## config.mk

```make
export PLATFORM = sky130hd
export DESIGN_NAME = gray_cnt_ctrl
export DESIGN_NICKNAME = d
export VERILOG_FILES = /design/src/rtl/gray_cnt_ctrl.sv
export SDC_FILE = /design/constraint.sdc
export NUM_CORES = 1
export LEC_CHECK = 0
export CAP_MARGIN = 5
export CORE_UTILIZATION = 53
export DETAILED_ROUTE_END_ITERATION = 8
export PLACE_DENSITY = 0.83
export SLEW_MARGIN = 10
export SYNTH_ARGS = -nofsm -noshare
export SYNTH_HDL_FRONTEND = slang
export SYNTH_SLANG_ARGS = --single-unit
export TNS_END_PERCENT = 50
```

## constraint.sdc

```tcl
create_clock -name clk -period 2.85 [get_ports clk]
set_input_delay 0.855 -clock clk [delete_from_list [all_inputs] [get_ports clk]]
set_output_delay 0.855 -clock clk [all_outputs]
set_load 0.02 [all_outputs]
```

## src/rtl/gray_cnt_ctrl.sv

```systemverilog
// Sequencer for the 4-bit Gray counter: prescaled clk_en generation,
// free-run / N-step / single-step control and Gray step checking.
module gray_cnt_ctrl #(
    parameter int PS_W  = 8,
    parameter int CNT_W = 8
) (
    input  logic             clk,
    input  logic             rst,
    input  logic             start,
    input  logic             stop,
    input  logic             step,
    input  logic [PS_W-1:0]  prescale,
    input  logic [CNT_W-1:0] count_n,
    input  logic [3:0]       gray_in,
    output logic             clk_en,
    output logic             busy,
    output logic             done,
    output logic             wrap,
    output logic             err
);

    typedef enum logic [1:0] {
        IDLE = 2'd0,
        RUN  = 2'd1,
        STEP = 2'd2
    } state_t;

    function automatic logic [3:0] succ(input logic [3:0] g);
        logic [3:0] s;
        s = 4'h0;
        unique case (g)
            4'h0: s = 4'h1;
            4'h1: s = 4'h3;
            4'h3: s = 4'h2;
            4'h2: s = 4'h6;
            4'h6: s = 4'h7;
            4'h7: s = 4'h5;
            4'h5: s = 4'h4;
            4'h4: s = 4'hC;
            4'hC: s = 4'hD;
            4'hD: s = 4'hF;
            4'hF: s = 4'hE;
            4'hE: s = 4'hA;
            4'hA: s = 4'hB;
            4'hB: s = 4'h9;
            4'h9: s = 4'h8;
            4'h8: s = 4'h0;
        endcase
        return s;
    endfunction

    state_t           state, state_d;
    logic [PS_W-1:0]  ps_r, ps_d;
    logic [CNT_W-1:0] n_r, n_d;
    logic [PS_W-1:0]  div_cnt, div_d;
    logic [CNT_W-1:0] step_cnt, step_d;
    logic [3:0]       exp_g, exp_d;
    logic             chk;
    logic             fin, fin_d;
    logic             clk_en_d, busy_d, wrap_d, err_d;
    logic             load_exp, clear_err;

    // NOTE: every signal assigned in this block gets a default first, so no
    // path leaves one unassigned and no latch is inferred.
    always_comb begin
        state_d   = state;
        ps_d      = ps_r;
        n_d       = n_r;
        div_d     = div_cnt;
        step_d    = step_cnt;
        clk_en_d  = 1'b0;
        fin_d     = 1'b0;
        load_exp  = 1'b0;
        clear_err = 1'b0;

        unique case (state)
            IDLE: begin
                // stop outranks start, start outranks step
                if (stop) begin
                    state_d = IDLE;
                end else if (start) begin
                    ps_d      = prescale;
                    n_d       = count_n;
                    div_d     = '0;
                    step_d    = '0;
                    clear_err = 1'b1;
                    load_exp  = 1'b1;
                    state_d   = RUN;
                end else if (step) begin
                    load_exp = 1'b1;
                    clk_en_d = 1'b1;
                    state_d  = STEP;
                end
            end
            RUN: begin
                if (stop) begin
                    state_d = IDLE;
                end else if (div_cnt == ps_r) begin
                    div_d    = '0;
                    clk_en_d = 1'b1;
                    if (step_cnt != '1) begin
                        step_d = step_cnt + 1'b1;
                    end
                    // this pulse is the n_r-th: leave RUN on the same edge
                    if ((n_r != '0) && (step_cnt == n_r - 1'b1)) begin
                        state_d = IDLE;
                        fin_d   = 1'b1;
                    end
                end else begin
                    div_d = div_cnt + 1'b1;
                end
            end
            STEP: begin
                state_d = IDLE;
            end
            default: begin
                state_d = IDLE;
            end
        endcase

        // Checker: chk marks the cycle after a pulse, when gray_in has moved.
        exp_d  = exp_g;
        err_d  = err;
        wrap_d = 1'b0;
        if (clear_err) begin
            err_d = 1'b0;
        end
        if (chk) begin
            if (gray_in != exp_g) begin
                err_d = 1'b1;
                exp_d = succ(gray_in);
            end else begin
                exp_d = succ(exp_g);
            end
            wrap_d = (exp_g == 4'h0) && (gray_in == 4'h0);
        end
        if (load_exp) begin
            exp_d = succ(gray_in);
        end

        // The final pulse cycle still counts as busy so busy drops with done.
        busy_d = (state_d != IDLE) || clk_en_d;
    end

    // NOTE: sequential state uses non-blocking assignments only, so every
    // register samples the pre-edge values regardless of statement order.
    always_ff @(posedge clk or negedge rst) begin
        if (!rst) begin
            state    <= IDLE;
            ps_r     <= '0;
            n_r      <= '0;
            div_cnt  <= '0;
            step_cnt <= '0;
            exp_g    <= 4'h0;
            chk      <= 1'b0;
            fin      <= 1'b0;
            clk_en   <= 1'b0;
            busy     <= 1'b0;
            done     <= 1'b0;
            wrap     <= 1'b0;
            err      <= 1'b0;
        end else begin
            state    <= state_d;
            ps_r     <= ps_d;
            n_r      <= n_d;
            div_cnt  <= div_d;
            step_cnt <= step_d;
            exp_g    <= exp_d;
            chk      <= clk_en;
            fin      <= fin_d;
            clk_en   <= clk_en_d;
            busy     <= busy_d;
            done     <= fin;
            wrap     <= wrap_d;
            err      <= err_d;
        end
    end

endmodule

```

==> results.toml, run 1 <==
[clock_network]
clk_pin_slew_ns = 0.10
hold_buffers = 0
clock_latency_ns = 0.31
cts_tree = "done"
post_cts_buffers = 0
htreeDepth = 2
post_cts_resized = 0
clock_path_buffers = 2
cts_buffers = 5
cts_sinks = 45
clockRootBuffer = "clkbuf_8"

[sta]
rsz0062_at_grt = "no"
slew_headroom_pct = 55.5
hold_ws_ns = 0.361
final.setup_skew_ns = 0.0134
period_needed_ns = 2.37
finalCritPeriodShare_pct = 83.3
fmax_mhz = 421
final_max_slew_viol_count = 0
fin_setup_tns_ns = 0
hold_violations = 0
setup_viol = 0
worst_slew_pin_slew_ns = 0.667
fin_ws_ns = 0.476

[placement]
placed_cells = 358
portBuffers = 29
hpwl_um = 3790
dp_slack_ns = 0.172
globalplace.congestion = 0.800

[worst_setup_path]
arrival_ns = 2.57
rrSetupSlack_ns = 0.72
critPathKind = "input port to flip-flop"
worstPathMaxFanout = 13
r2r_cells = 5
worstPathRequired_ns = 3.04
worst_setup_path_end_kind = "flip-flop"
start_kind = "input port"

[drt]
dr.first_iter.drc_count = 154
drt_first_pass_iters = 8
via_count = 2112
viasPerCell = 5.77
drtAntennaViolNets = 0
drt_wl_total_um = 5270
wl_per_cell_um = 14.4
drc = 6

[floorplanning]
start_util_pct = 56.6
io_pins = 30
core_sq_mm = 0.00444
dieArea_sq_mm = 0.00503
fp.dieW_um = 70.9
rows = 24
chipHeight_um = 70.9

[power]
p_leak_uw = 0.00136
pwr-share-comb_pct = 25.4
p_sw_uw = 546
power_frac_clock_pct = 25.4
power_density_mw_per_mm2 = 550
netSwitchingFraction_pct = 33.2
ir_worst_vdd_uv = 297
pwr-share-seq_pct = 49.2
intPower_uw = 1100

[logic_synthesis]
synthArstFlopShare_pct = 100
ys_ff_latch = 45
yosysSeqAreaShare_pct = 44.8
synth_area_per_cell_sq_um = 9.08
synth_edf_count = 0
syn_area_sq_mm = 0.00252
synthFlopType = "dfrtp_1"
synthesis.nets = 305
yosys-top-cells-area = "dfrtp_1 (45%), nand2_1 (8.4%), xor2_1 (5.2%), xnor2_1 (3.5%), o21ai_0 (2.8%)"
synth_top_area_share_pct = 44.8
yosysWarnings = 0
yosysTopAreaCell = "dfrtp_1"
postSynthCellCount = 277
ys_types = 49

[hold_path]
min_path_type = "flip-flop to flip-flop"
whs_path_depth = 0

[finish]
antennaDiodeCount = 0
fin_util_pct = 67.2
final_cell_mix = "nand2_1 (56), dfrtp_1 (45), clkdlybuf4s50_1 (28)"
instances_no_fill = 366
layout.cells.most_common = "nand2_1"
area_growth_pct = 18.7
nNetsFinal = 341
drive_gt1_share_pct = 9.24

[global_route]
grt_pass1_wl_um = 9370
grt_pass1_vias = 2056
antenna_found_initial = 0
grt.total_usage_pct = 23.8
grt-ovfl-total = 0
grt_start_max_net_pins = 46

[run]
max_cap_violations = 0

[run_status]
status = "finished, violations left"
violations = "design-rule violations"
critical path, cell delays in order:
cell and delay, ns:
clkdlybuf4s50_1 0.55, o21ai_1 0.09, or2_2 0.41, or4_1 0.52, mux2i_1 0.14
layout make-up:
type | count | area, sq um
clock buffers | 5 | 68.8
clock inverters | 3 | 25.0
fillers | 360 | 1460
inverters | 9 | 33.8
multi-input cells | 214 | 1320
flip-flops and latches | 45 | 1130
well taps | 52 | 65.1
repair buffers | 38 | 353
power groups by stage:
stage	clock network (uW)	logic, uW	registers [uW]
floorplan	0	302	790
global placement	0	403	817
detailed placement	0	419	820
CTS	428	422	808
global route	455	473	820
finish	417	418	809
synthesized netlist by cell type (2+ instances only):
master	count
nand4b_1	2
nor4_2	2
or2_2	2
mux2i_1	3
nand2_1	56
dfrtp_1	45
mux2_2	2
nand3_1	8
nand4_1	4
inv_1	9
a22o_1	5
and3_1	2
nand3b_1	2
a21oi_1	8
o21ai_0	14
or4_1	5
clkbuf_1	8
xor2_1	15
nor3_1	7
a211oi_1	3
or3_1	2
nor2_1	18
o31ai_1	6
nand2b_1	8
a21boi_0	2
xnor2_1	10
and2_1	2
a21o_1	4
ha_1	3
routing by layer:
metal / vias up / share of wire, % / track usage (%)
met2: 46 / 48 / 39.2
met4: 0 / 1.8 / 9.11
met3: 12 / 3.9 / 5.84
li1: 1047 / - / -
met5: - / 0 / 0
met1: 1007 / 47 / 30.6
sequential cells by signal, summed over array words and instances (netlist names), 2 cells and up, named ones only:
name,cells
ps_r,8
step_cnt,8
n_r,8
exp_g,3
div_cnt,8
state,2
per-stage QoR:
step / cell area [sq um] / total power (uW)
after floorplan: 2520 / 1090
after global routing: 2990 / 1750
final: 2990 / 1640
after global placement: 2890 / 1220
after detailed placement: 2890 / 1240
after CTS: 2990 / 1660
final timing paths:
kind | start | to
worst min-delay path | fin$_DFF_PN0_ | done$_DFF_PN0_
worst max-delay path | start | step_cnt[7]$_DFFE_PN0P_
worst min register to register | fin$_DFF_PN0_ | done$_DFF_PN0_
min in group asynchronous | rst | wrap$_DFF_PN0_
max in group asynchronous | rst | step_cnt[6]$_DFFE_PN0P_
worst max register to register | n_r[2]$_DFFE_PN0P_ | busy$_DFF_PN0_
kinds of logic (layout without fill, tap and decap cells):
kind of cell,after synthesis,count (layout),synth area share [%]
mux,5,5,2.09
xor+xnor,25,25,8.70
buf+inv,18,55,2.98
simple gates,127,127,25.5
compound gates,54,54,14.5
fa+ha+maj,3,3,1.49
flops,45,45,44.8
Power figures use the tool's default switching activity.
==> inputs of run 2 (changes only) <==
==> constraint.sdc (replaced) <==
create_clock -name clk -period 2.4 [get_ports clk]
set_input_delay 0.72 -clock clk [delete_from_list [all_inputs] [get_ports clk]]
set_output_delay 0.72 -clock clk [all_outputs]
set_load 0.02 [all_outputs]
==> run 2 against run 1 <==
The run still ends with design-rule violations left. Critical path depth grew 3. Setup slack lost 0.31 ns. Total power grew 20%. Design area grew 2.6%. Combinational power grew 23%. Register-to-register slack lost 0.52 ns. Critical path type unchanged.
==> results.toml, run 2 (synthesized netlist as in run 1, its figures left out) <==
[run_status]
violations = "design-rule violations"
status = "finished, violations left"

[worst_setup_path]
start_kind = "input port"
arrival_ns = 2.45
worstPathMaxFanout = 5
worstPathRequired_ns = 2.62
critPathKind = "input port to flip-flop"
worst_setup_path_end_kind = "flip-flop"

[sta]
hold_violations = 0
final.setup_skew_ns = 0.00988
fin_setup_tns_ns = 0
fin_ws_ns = 0.170
worst_slew_pin_slew_ns = 0.573
finalCritPeriodShare_pct = 92.9
period_needed_ns = 2.23
hold_ws_ns = 0.358
rsz0062_at_grt = "no"
final_max_slew_viol_count = 0
fmax_mhz = 449
setup_viol = 0
slew_headroom_pct = 61.8

[global_route]
grt.total_usage_pct = 23.6
grt-ovfl-total = 0
antenna_found_initial = 0
grt_pass1_vias = 2100
grt_pass1_wl_um = 9380
grt_start_max_net_pins = 46

[drt]
viasPerCell = 5.74
wl_per_cell_um = 14.3
dr.first_iter.drc_count = 114
drc = 8
via_count = 2157
drtAntennaViolNets = 0
drt_first_pass_iters = 6
drt_wl_total_um = 5370

[run]
max_cap_violations = 0

[clock_network]
clock_latency_ns = 0.30
clk_pin_slew_ns = 0.09
clockRootBuffer = "clkbuf_8"
cts_sinks = 45
clock_path_buffers = 2
cts_buffers = 5
cts_tree = "done"
htreeDepth = 2
hold_buffers = 0
post_cts_resized = 0
post_cts_buffers = 0

[finish]
area_growth_pct = 21.8
antennaDiodeCount = 0
fin_util_pct = 68.9
nNetsFinal = 351
layout.cells.most_common = "nand2_1"
drive_gt1_share_pct = 12.0
instances_no_fill = 376
final_cell_mix = "nand2_1 (56), dfrtp_1 (45), clkdlybuf4s50_1 (28)"

[power]
ir_worst_vdd_uv = 327
power_density_mw_per_mm2 = 644
p_leak_uw = 0.00142

[floorplanning]
start_util_pct = 56.6
dieArea_sq_mm = 0.00503
chipHeight_um = 70.9
core_sq_mm = 0.00444
rows = 24
io_pins = 30
fp.dieW_um = 70.9

[placement]
hpwl_um = 3950
dp_slack_ns = -0.115
globalplace.congestion = 0.833
portBuffers = 29
placed_cells = 368

[hold_path]
min_path_type = "flip-flop to flip-flop"
run 2: worst paths after layout:
check | startpoint | to | slack (ns) | depth (start not counted)
setup / recovery | stop | flip-flop | 0.17 | 8
hold / removal | fin$_DFF_PN0_ | done$_DFF_PN0_ | 0.36 | 0
setup reg to reg | n_r[2]$_DFFE_PN0P_ | busy$_DFF_PN0_ | 0.20 | 5
hold reg to reg | fin$_DFF_PN0_ | done$_DFF_PN0_ | 0.36 | 0
max in group asynchronous | rst | step_cnt[3]$_DFFE_PN0P_ | 1.52 | 2
min in group asynchronous | rst | exp_g[0]$_DFFE_PN0P_ | 0.48 | 2
run 2: layout make-up:
cell class              instances  area, sq um
clock buffers                   6         82.6
clock inverters                 2         13.8
fillers                       339         1380
inverters                       9         33.8
multi-input cells             214         1320
flip-flops and latches         45         1130
well taps                      52         65.1
repair buffers                 48          428
run 2: critical path, stage by stage:
cell	delay [ns]
clkdlybuf4s50_1	0.52
buf_4	0.15
nor3_1	0.04
buf_4	0.15
o21a_1	0.13
nor2_1	0.22
mux2_2	0.37
o21ai_0	0.15
run 2: stage by stage:
step	cell area, sq um	power [uW]
6_report	3060	1970
5_1_grt	3060	2080
4_1_cts	3060	1980
3_5_place_dp	2970	1490
3_3_place_gp	2970	1470
2_1_floorplan	2520	1300
run 2: per-layer routing:
| layer | global-route usage, % | wire length (um) | vias to the layer above |
|---|---|---|---|
| li1 | - | - | 1060 |
| met1 | 30.6 | 2460 | 1045 |
| met2 | 40.0 | 2610 | 42 |
| met3 | 3.99 | 191 | 10 |
| met4 | 8.44 | 104 | 0 |
| met5 | 0 | 0 | - |
run 2: power breakdown:
| group | switching (uW) | leakage [uW] | internal (uW) | total [uW] |
|---|---|---|---|---|
| clock network | 263 | 0.0000512 | 234 | 497 |
| registers | 113 | 0.000588 | 847 | 960 |
| logic | 257 | 0.000776 | 259 | 516 |
